[src/rtl/fuzzy_sweep_gen_if.sv]
// Result stream between the sweep sequencer and its consumer.
// valid/ready: a result transfers on any rising edge where res_valid and res_ready are both high;
// once raised, res_valid, res_data and res_index stay stable until that transfer (or an abort).
interface fuzzy_sweep_gen_if #(
  parameter int OUT_W = 8,
  parameter int IDX_W = 16
);
  logic             res_valid;
  logic             res_ready;
  logic [OUT_W-1:0] res_data;
  logic [IDX_W-1:0] res_index;

  modport master (output res_valid, output res_data, output res_index, input res_ready);
  modport slave  (input res_valid, input res_data, input res_index, output res_ready);
endinterface

[src/rtl/fuzzy_sweep_gen.sv]
// Sweeps all controller inputs over a clamped grid in odometer order, waits a settle interval
// per vector, then captures the controller output and streams it with its vector index.
module fuzzy_sweep_gen #(
  parameter int W          = 8,
  parameter int N_CH       = 2,
  parameter int STEP       = 16,
  parameter int RAW_MAX    = 256,
  parameter int CLAMP_LO   = 1,
  parameter int CLAMP_HI   = 254,
  parameter int SETTLE_CYC = 28,
  parameter int OUT_W      = 8,
  parameter int IDX_W      = 16
) (
  input  logic                clk_0,
  input  logic                Srst,
  input  logic                start,
  input  logic                abort,
  input  logic                continuous,
  output logic                stim_en,
  output logic [N_CH*W-1:0]   stim_out,
  input  logic [OUT_W-1:0]    dut_out,
  fuzzy_sweep_gen_if.master   res,
  output logic [7:0]          sweep_count,
  output logic                busy,
  output logic                done,
  output logic [1:0]          dbg_state_o
);

  localparam int RW  = W + 1;
  localparam int NPTS = RAW_MAX / STEP + 1;
  localparam int SCW = (SETTLE_CYC > 1) ? $clog2(SETTLE_CYC) : 1;
  localparam logic [RW-1:0]  LAST_Q      = RW'((NPTS - 1) * STEP);
  localparam logic [RW-1:0]  STEP_Q      = RW'(STEP);
  localparam logic [RW-1:0]  LO_Q        = RW'(CLAMP_LO);
  localparam logic [RW-1:0]  HI_Q        = RW'(CLAMP_HI);
  localparam logic [SCW-1:0] SETTLE_LOAD = SCW'(SETTLE_CYC - 1);

  typedef enum logic [1:0] {S_IDLE, S_SETTLE, S_CAPTURE, S_DONE} state_t;

  state_t            state_q, state_d;
  logic [RW-1:0]     raw_q [N_CH];
  logic [RW-1:0]     raw_d [N_CH];
  logic [RW-1:0]     raw_adv [N_CH];
  logic [SCW-1:0]    settle_q, settle_d;
  logic [IDX_W-1:0]  idx_q, idx_d;
  logic              valid_q, valid_d;
  logic [OUT_W-1:0]  data_q, data_d;
  logic              cont_q, cont_d;
  logic [7:0]        sc_q, sc_d;
  logic              done_q, done_d;
  logic              drive_q, drive_d;
  logic              last_vec;
  logic              carry;
  logic [N_CH*W-1:0] stim;

  function automatic logic [W-1:0] clamp_fn(input logic [RW-1:0] r);
    if (r < LO_Q)      return LO_Q[W-1:0];
    else if (r > HI_Q) return HI_Q[W-1:0];
    else               return r[W-1:0];
  endfunction

  // Odometer successor: the highest channel ticks first and carries downwards.
  always_comb begin
    carry    = 1'b1;
    last_vec = 1'b1;
    for (int k = N_CH - 1; k >= 0; k--) begin
      raw_adv[k] = raw_q[k];
      if (raw_q[k] != LAST_Q) last_vec = 1'b0;
      if (carry) begin
        if (raw_q[k] == LAST_Q) begin
          raw_adv[k] = '0;
        end else begin
          raw_adv[k] = raw_q[k] + STEP_Q;
          carry      = 1'b0;
        end
      end
    end
  end

  always_comb begin
    state_d  = state_q;
    raw_d    = raw_q;
    settle_d = settle_q;
    idx_d    = idx_q;
    valid_d  = valid_q;
    data_d   = data_q;
    cont_d   = cont_q;
    sc_d     = sc_q;
    done_d   = done_q;
    drive_d  = drive_q;
    if (abort) begin
      state_d = S_IDLE;
      valid_d = 1'b0;
    end else begin
      case (state_q)
        S_IDLE, S_DONE: begin
          if (start) begin
            for (int k = 0; k < N_CH; k++) raw_d[k] = '0;
            idx_d    = '0;
            cont_d   = continuous;
            settle_d = SETTLE_LOAD;
            done_d   = 1'b0;
            drive_d  = 1'b1;
            state_d  = S_SETTLE;
          end
        end
        S_SETTLE: begin
          if (settle_q == '0) begin
            data_d  = dut_out;
            valid_d = 1'b1;
            state_d = S_CAPTURE;
          end else begin
            settle_d = settle_q - SCW'(1);
          end
        end
        S_CAPTURE: begin
          if (valid_q && res.res_ready) begin
            valid_d = 1'b0;
            if (!last_vec) begin
              raw_d    = raw_adv;
              idx_d    = idx_q + IDX_W'(1);
              settle_d = SETTLE_LOAD;
              state_d  = S_SETTLE;
            end else if (cont_q) begin
              for (int k = 0; k < N_CH; k++) raw_d[k] = '0;
              idx_d    = '0;
              sc_d     = sc_q + 8'd1;
              settle_d = SETTLE_LOAD;
              state_d  = S_SETTLE;
            end else begin
              done_d  = 1'b1;
              state_d = S_DONE;
            end
          end
        end
        default: state_d = S_IDLE;
      endcase
    end
  end

  always_ff @(posedge clk_0 or posedge Srst) begin
    if (Srst) begin
      state_q  <= S_IDLE;
      for (int k = 0; k < N_CH; k++) raw_q[k] <= '0;
      settle_q <= '0;
      idx_q    <= '0;
      valid_q  <= 1'b0;
      data_q   <= '0;
      cont_q   <= 1'b0;
      sc_q     <= '0;
      done_q   <= 1'b0;
      drive_q  <= 1'b0;
    end else begin
      state_q  <= state_d;
      raw_q    <= raw_d;
      settle_q <= settle_d;
      idx_q    <= idx_d;
      valid_q  <= valid_d;
      data_q   <= data_d;
      cont_q   <= cont_d;
      sc_q     <= sc_d;
      done_q   <= done_d;
      drive_q  <= drive_d;
    end
  end

  // Until the first start after reset the channels read 0 rather than the clamped floor.
  always_comb begin
    stim = '0;
    for (int k = 0; k < N_CH; k++) begin
      stim[k*W +: W] = drive_q ? clamp_fn(raw_q[k]) : '0;
    end
  end

  assign stim_out      = stim;
  assign busy          = (state_q == S_SETTLE) || (state_q == S_CAPTURE);
  assign stim_en       = busy;
  assign done          = done_q;
  assign sweep_count   = sc_q;
  assign dbg_state_o   = state_q;
  assign res.res_valid = valid_q;
  assign res.res_data  = data_q;
  assign res.res_index = idx_q;

endmodule

[src/flat_wrapper.sv]
// flat-port wrapper written by rule: the top's interface ports become plain ports
module fuzzy_sweep_gen_flat 
#(
  parameter int W          = 8,
  parameter int N_CH       = 2,
  parameter int STEP       = 16,
  parameter int RAW_MAX    = 256,
  parameter int CLAMP_LO   = 1,
  parameter int CLAMP_HI   = 254,
  parameter int SETTLE_CYC = 28,
  parameter int OUT_W      = 8,
  parameter int IDX_W      = 16
)
  (clk_0, Srst, start, abort, continuous, stim_en, stim_out, dut_out, sweep_count, busy, done, dbg_state_o, res_res_valid, res_res_data, res_res_index, res_res_ready);
  fuzzy_sweep_gen_if #(.OUT_W(OUT_W), .IDX_W(IDX_W)) res_i ();
  input  logic clk_0;
  input  logic Srst;
  input  logic start;
  input  logic abort;
  input  logic continuous;
  output logic stim_en;
  output logic [N_CH*W-1:0] stim_out;
  input  logic [OUT_W-1:0] dut_out;
  output logic [7:0] sweep_count;
  output logic busy;
  output logic done;
  output logic [1:0] dbg_state_o;
  output wire logic [$bits(res_i.res_valid)-1:0] res_res_valid;
  output wire logic [$bits(res_i.res_data)-1:0] res_res_data;
  output wire logic [$bits(res_i.res_index)-1:0] res_res_index;
  input wire logic [$bits(res_i.res_ready)-1:0] res_res_ready;
  assign res_res_valid = res_i.res_valid;
  assign res_res_data = res_i.res_data;
  assign res_res_index = res_i.res_index;
  assign res_i.res_ready = res_res_ready;
  fuzzy_sweep_gen #(.W(W), .N_CH(N_CH), .STEP(STEP), .RAW_MAX(RAW_MAX), .CLAMP_LO(CLAMP_LO), .CLAMP_HI(CLAMP_HI), .SETTLE_CYC(SETTLE_CYC), .OUT_W(OUT_W), .IDX_W(IDX_W)) u_core (.clk_0(clk_0), .Srst(Srst), .start(start), .abort(abort), .continuous(continuous), .stim_en(stim_en), .stim_out(stim_out), .dut_out(dut_out), .res(res_i), .sweep_count(sweep_count), .busy(busy), .done(done), .dbg_state_o(dbg_state_o));
endmodule
[config.mk]
export PLATFORM = sky130hd
export DESIGN_NAME = fuzzy_sweep_gen_flat
export DESIGN_NICKNAME = d
export VERILOG_FILES = /design/src/rtl/fuzzy_sweep_gen_if.sv /design/src/rtl/fuzzy_sweep_gen.sv /design/src/flat_wrapper.sv
export SDC_FILE = /design/constraint.sdc
export NUM_CORES = 1
export LEC_CHECK = 0
export BUFFER_PORTS_ARGS = -buffer_cell sky130_fd_sc_hd__clkbuf_2
export CORE_AREA = 2 2 79 81
export DETAILED_ROUTE_END_ITERATION = 10
export DIE_AREA = 0 0 81 83
export PLACE_DENSITY = 0.77
export SYNTH_ARGS = -nofsm -noshare
export SYNTH_HDL_FRONTEND = slang
export SYNTH_SLANG_ARGS = --single-unit
[constraint.sdc]
create_clock -name clk_0 -period 2.4 [get_ports clk_0]
set_clock_uncertainty 0.1 [all_clocks]
set_input_delay 0.12 -clock clk_0 [delete_from_list [all_inputs] [get_ports clk_0]]
set_output_delay 0.12 -clock clk_0 [all_outputs]
set_load 0.005 [all_outputs]
* After elaboration in Yosys (flattened, before gate mapping)
Cells that the tools add are included.
Cells by class: add/subtract/negate cells 5, multipliers 0, divide/modulo/power cells 0, magnitude comparators 4, equal/unequal tests 17, shift-type cells 0, multiplexer cells 44, bitwise gates (word level) 1, reduce and logical (&&, ||, !) cells 16
Operator list (number):
- $mux W18 | 4
- $mux W16 | 4
- $mux W8 | 6
- $pmux W18 S2 | 1
- $pmux W16 S2 | 1
- $mux W9 | 3
- $mux W5 | 5
- $add A9 B5 Y9 const B | 2
- $eq A9 B9 Y1 const B | 2
- $gt A9 B8 Y1 const B | 2
- $lt A9 B1 Y1 const B | 2
- $ne A9 B9 Y1 const B | 2
- $add A16 B1 Y16 const B | 1
- $pmux W5 S3 | 1
- $reduce_and A5 Y1 | 3
- $mux W2 | 6
- $reduce_and A3 Y1 | 4
- $reduce_and A6 Y1 | 2
- $mux W1 | 10
- $ne A3 B2 Y1 const B | 3
- $add A8 B1 Y8 const B | 1
- $ne A2 B2 Y1 const B | 3
- $pmux W2 S3 | 1
- $logic_not A5 Y1 | 1
- other kinds (14) | 17
Word-level totals: register bits after elaboration 61, latch bits 0, memory bits (writable) 0, ROM bits 0, input port bits 14, output and inout port bits 54, word-level logic and storage cells 98, memories kept 0

* Depth between registers and ports, before layout
depth after elaboration 7, mapped depth 9, gate-level depth less buffers 6

* Least setup slack after synthesis
OpenSTA, ideal clock, no wires.
kind register to register, from register u_core.state_q[0] (netlist: u_core.dbg_state_o[0]), to register u_core.raw_q[15] in the netlist's numbering, library setup time 76 ps, arrival 2077 ps, required time 2224 ps, setup slack 147 ps, stages on the path, launching flop included 9, buffers on the path 2, period minus slack after synthesis 2253 ps, cell sequence dfrtp_1 > inv_1 > ha_1 > nor2b_4 > buf_6 > or3_1 > buf_2 > or4_1 > o21ai_1
On the way: longest elaborated chain between the ends 4, elaborated cells on any way between the ends 11, those cells by class 6 x eq/ne; 1 x mux; 4 x reduce/logical
Ends and longest elaborated chain:
- from (decl) | RTL line fuzzy_sweep_gen.sv:40 | state_t state_q, state_d;
- from (signal assigned) | RTL line fuzzy_sweep_gen.sv:154 | state_q <= state_d;
- $eq A2 B2 Y1 or $logic_not A2 Y1 (tied branches) | RTL line fuzzy_sweep_gen.sv:95 | case (state_q)
- $reduce_or A2 Y1 | RTL line fuzzy_sweep_gen.sv:95
- $ne A2 B2 Y1 (no source line) or $reduce_bool A2 Y1 (tied branches)
- $reduce_and A6 Y1 (no source line)
- to (signal assigned) | RTL line fuzzy_sweep_gen.sv:155 | raw_q <= raw_d;
- to (decl) | RTL line fuzzy_sweep_gen.sv:41 | logic [RW-1:0] raw_q [N_CH];
Parallel ways exist; a longest one is shown, timed or not. A chain may end at the register's enable or synchronous reset.

* Worst setup path in the final report
from register u_core.state_q[1] (netlist: u_core.dbg_state_o[1]), to register u_core.idx_q[4] (netlist: u_core.res.res_index[4])
On the way: longest elaborated chain between the ends 4, elaborated cells on any way between the ends 10, those cells by class 5 x eq/ne; 1 x mux; 4 x reduce/logical
Ends and longest elaborated chain:
- $eq A2 B2 Y1 or $logic_not A2 Y1 (tied branches) | RTL line fuzzy_sweep_gen.sv:95
- $reduce_or A2 Y1 | RTL line fuzzy_sweep_gen.sv:95
- $ne A2 B2 Y1 (no source line) or $reduce_bool A2 Y1 (tied branches)
- $reduce_and A5 Y1 (no source line)
- to (signal assigned) | RTL line fuzzy_sweep_gen.sv:157 | idx_q <= idx_d;
- to (decl) | RTL line fuzzy_sweep_gen.sv:45 | logic [IDX_W-1:0] idx_q, idx_d;
Parallel ways exist; a longest one is shown, timed or not.

==> reports/qor.txt <==
Critical Path Start Type -> flop
Mapped Cells -> 307
largest net degree at the start of global routing -> 54
fin area -> 3710 sq um
Period Utilization, post-route -> 96.6%
Psw -> 0.000434 W
first-pass GRT wire length -> 12300 um
Synth Area in Compound Gates -> 19.2%
CP required -> 2.51 ns
Reg area -> 1330 sq um
die area -> 6720 sq um
final-report hold violation count -> 0
PortBufs -> 67
Max Slew Vio Count -> 0
post-detail-place hpwl -> 5080 um
Max stage delay cell, worst path -> or3_1
sequential power share -> 57.3%
Initial Util -> 52.3%
Tot GR Track Use -> 22.6%
Post-Synth XOR/XNOR Area -> 2.30%
mean routed wirelength per cell -> 15.7 um
multi-input logic area -> 1550 sq um
latest clock arrival within the worst-skew pair -> 0.31 ns
core area -> 5820 sq um
total power draw -> 0.00165 W
top cell family by delay on the critical path -> simple AND/OR/NAND/NOR gates
crit-path cells -> ha_1, nor2b_4, or3_1, buf_4, a211o_1, a21o_1
Distinct cells, synth -> 58
# nets final -> 414
Mapped Nets -> 331
Pleak -> 1.77 nW
switching share of power -> 26.3%
EDFF count, synth -> 0
FF+latch count, synth -> 53
layout filler cell count -> 511
TNS Setup -> 0 ns
Post-CTS Setup Inserts -> 0
Comb power frac -> 12.7%
DR iter-0 viols -> 194
DRT Wirelength -> 7300 um
global placement routability congestion -> 0.850
DRT antenna net count -> 0
WP buf/inv -> 1
Mapped Area -> 3040 sq um
Final Core Density -> 63.7%
Hold Crit Class -> input port to flop
initial antenna violation count -> 0
die height -> 83 um
clock buffer depth -> 2
Async S/R FF share, synth -> 100%
critical path peak fanout -> 10
post-layout min period -> 2.32 ns
main combinational cell family by area after synthesis -> simple AND/OR/NAND/NOR gates
CTS sink cnt -> 53
Root Buffer -> clkbuf_8
Pre-antenna DRT Iters -> 5
Synth Area in Simple Gates -> 20.3%
WS Path Type -> flop to flop
Synth Area in Adders -> 4.11%
unrepaired setup endpoints after global routing -> false
Peak VDD IR -> 233 uV
vias post-DR -> 2723
Max Cap Violations -> 0
# setup viols final -> 0
GR Overflow Total -> 0
Clk network pwr share -> 30.0%
placed instance area -> 3510 sq um
CP arrival -> 2.43 ns
Hold WS -> 0.0368 ns
CP Capture Type -> flop
vias in the first global route -> 2625
CP peak stage delay -> 0.48 ns
area grow syn2layout -> 21.8%
Yosys Warn Count -> 0
Ant. Diodes -> 0
pwr dens -> 446 nW/um^2
# IOs -> 68
Int Pwr -> 0.00122 W
mux cell area share after synthesis -> 4.36%
maximum clock frequency -> 0.431 GHz
H-tree depth -> 2
Seq/Total Area, Yosys -> 43.6%
layout cells sized above 1 -> 30.7%
TritonCTS Buffers -> 5
DR vias/cell -> 5.84
die width -> 81 um
Clk pin slew, worst setup/hold paths -> 0.10 ns
Max-slew headroom -> 56.6%
# DRC -> 0
Worst-Margin Slew -> 0.648 ns
Syn Area/Cell -> 9.91 sq um
# rows -> 28
TritonCTS clock tree -> yes
ys flop type -> dfrtp_1
status -> complete, no violations
through the flow:
step	instances	setup WS, ns
after floorplan	307	0.147
after global placement	448	0.0371
after detailed placement	448	-0.0590
after CTS	466	0.0876
after global routing	466	0.00534
final	466	0.0812
state kept, by name, summed over array words and instances, names as in the netlist:
name and cells:
u_core.res.res_index 16, u_core.raw_q 10, u_core.res.res_data 8, u_core.sweep_count 8
u_core.settle_q 5, u_core.dbg_state_o 2, u_core.cont_q 1, u_core.done 1
u_core.drive_q 1, u_core.res.res_valid 1
cell type report:
| cell class | count | area share (%) |
|---|---|---|
| multi-input combinational | 215 | 41.7 |
| sequential | 53 | 35.8 |
| timing repair buffer | 98 | 16.0 |
| tap | 75 | 2.53 |
| clock buffer | 6 | 1.96 |
| inverter | 17 | 1.72 |
| clock inverter | 2 | 0.270 |
kinds of logic after synthesis:
kind of cell / count (synthesis)
AND/OR/NAND/NOR: 104
AO/OA/AOI/OAI: 81
flip-flops: 53
buffers and inverters: 39
multiplexers: 12
adder cells (fa/ha/maj): 10
XOR/XNOR: 8
power groups by stage:
stage	clock, W	sequential [W]	combinational [W]
after floorplan	0	0.000952	0.000135
after global placement	0	0.000960	0.000190
after detailed placement	0	0.000962	0.000196
after CTS	0.000502	0.000946	0.000209
after global routing	0.000536	0.000952	0.000234
final	0.000496	0.000947	0.000210
metal layers:
layer	share of wire, %	global-route usage, %	vias to the layer above
met5	0	0	-
met4	1.3	6.32	0
met3	4.5	4.02	10
met2	50	37.0	81
met1	44	30.7	1328
li1	-	-	1304
cell usage in the layout, fill, tap and decap left out, drive strengths merged, types with 4 or more instances in the layout:
cell and instances:
o211ai 8, a22o 4, nor2 9, dlygate4sd3 10, dfrtp 53, a211oi 4
nand2b 4, nand4 6, and3 6, xnor2 5, mux2 10, a21oi 8
or3 6, a31oi 11, ha 10, nor3 12, o21ai 13, a21o 4
nor4 4, inv 17, buf 21, clkbuf 73, nand3 11, o21a 8
nand2 22, or4 5
cell usage after synthesis (6+ instances only):
cell | n | area share (%)
o21ai_0 | 12 | 2.0
ha_1 | 10 | 4.1
nand4_1 | 6 | 1.2
o21a_1 | 8 | 2.0
inv_1 | 17 | 2.1
and3_1 | 6 | 1.2
o211ai_1 | 8 | 2.0
mux2_2 | 10 | 3.7
a21oi_1 | 7 | 1.2
buf_2 | 10 | 1.6
nor2_1 | 9 | 1.1
dfrtp_1 | 53 | 44
a31oi_1 | 11 | 2.3
or3_1 | 6 | 1.2
nand3_1 | 11 | 1.8
clkbuf_1 | 6 | 0.74
nor3_1 | 11 | 1.8
nand2_1 | 22 | 2.7
worst paths after layout:
path | from | endpoint | slack (ns) | depth (start not counted)
min | start | u_core.drive_q$_DFFE_PP0P_ | 0.04 | 3
max | u_core.dbg_state_o[1]$_DFFE_PP0P_ | u_core.res.res_index[4]$_DFFE_PP0P_ | 0.08 | 6
min reg2reg | u_core.sweep_count[7]$_DFFE_PP0P_ | u_core.sweep_count[7]$_DFFE_PP0P_ | 0.38 | 1
min in group asynchronous | Srst | u_core.raw_q[15]$_DFFE_PP0P_ | 0.44 | 4
max in group asynchronous | Srst | u_core.res.res_index[0]$_DFFE_PP0P_ | 1.33 | 4
max reg2reg | u_core.dbg_state_o[1]$_DFFE_PP0P_ | u_core.res.res_index[4]$_DFFE_PP0P_ | 0.08 | 6
worst reg2reg max path, delay by kind of cell (launching register included):
| kind | cells | cell delay, ns |
|---|---|---|
| AO/OA/AOI/OAI | 2 | 0.44 |
| adder cells (fa/ha/maj) | 1 | 0.38 |
| buffers and inverters | 1 | 0.22 |
| flip-flops | 1 | 0.41 |
| AND/OR/NAND/NOR | 2 | 0.68 |
timing repair:
| item | 4_1_cts | 5_1_grt |
|---|---|---|
| setup endpoints to repair | 4 | 8 |
| hold endpoints to repair | 62 | 0 |
| resized for setup | 1 | 3 |
| hold buffers | 10 | 0 |
(Power assumes the default switching activity.)
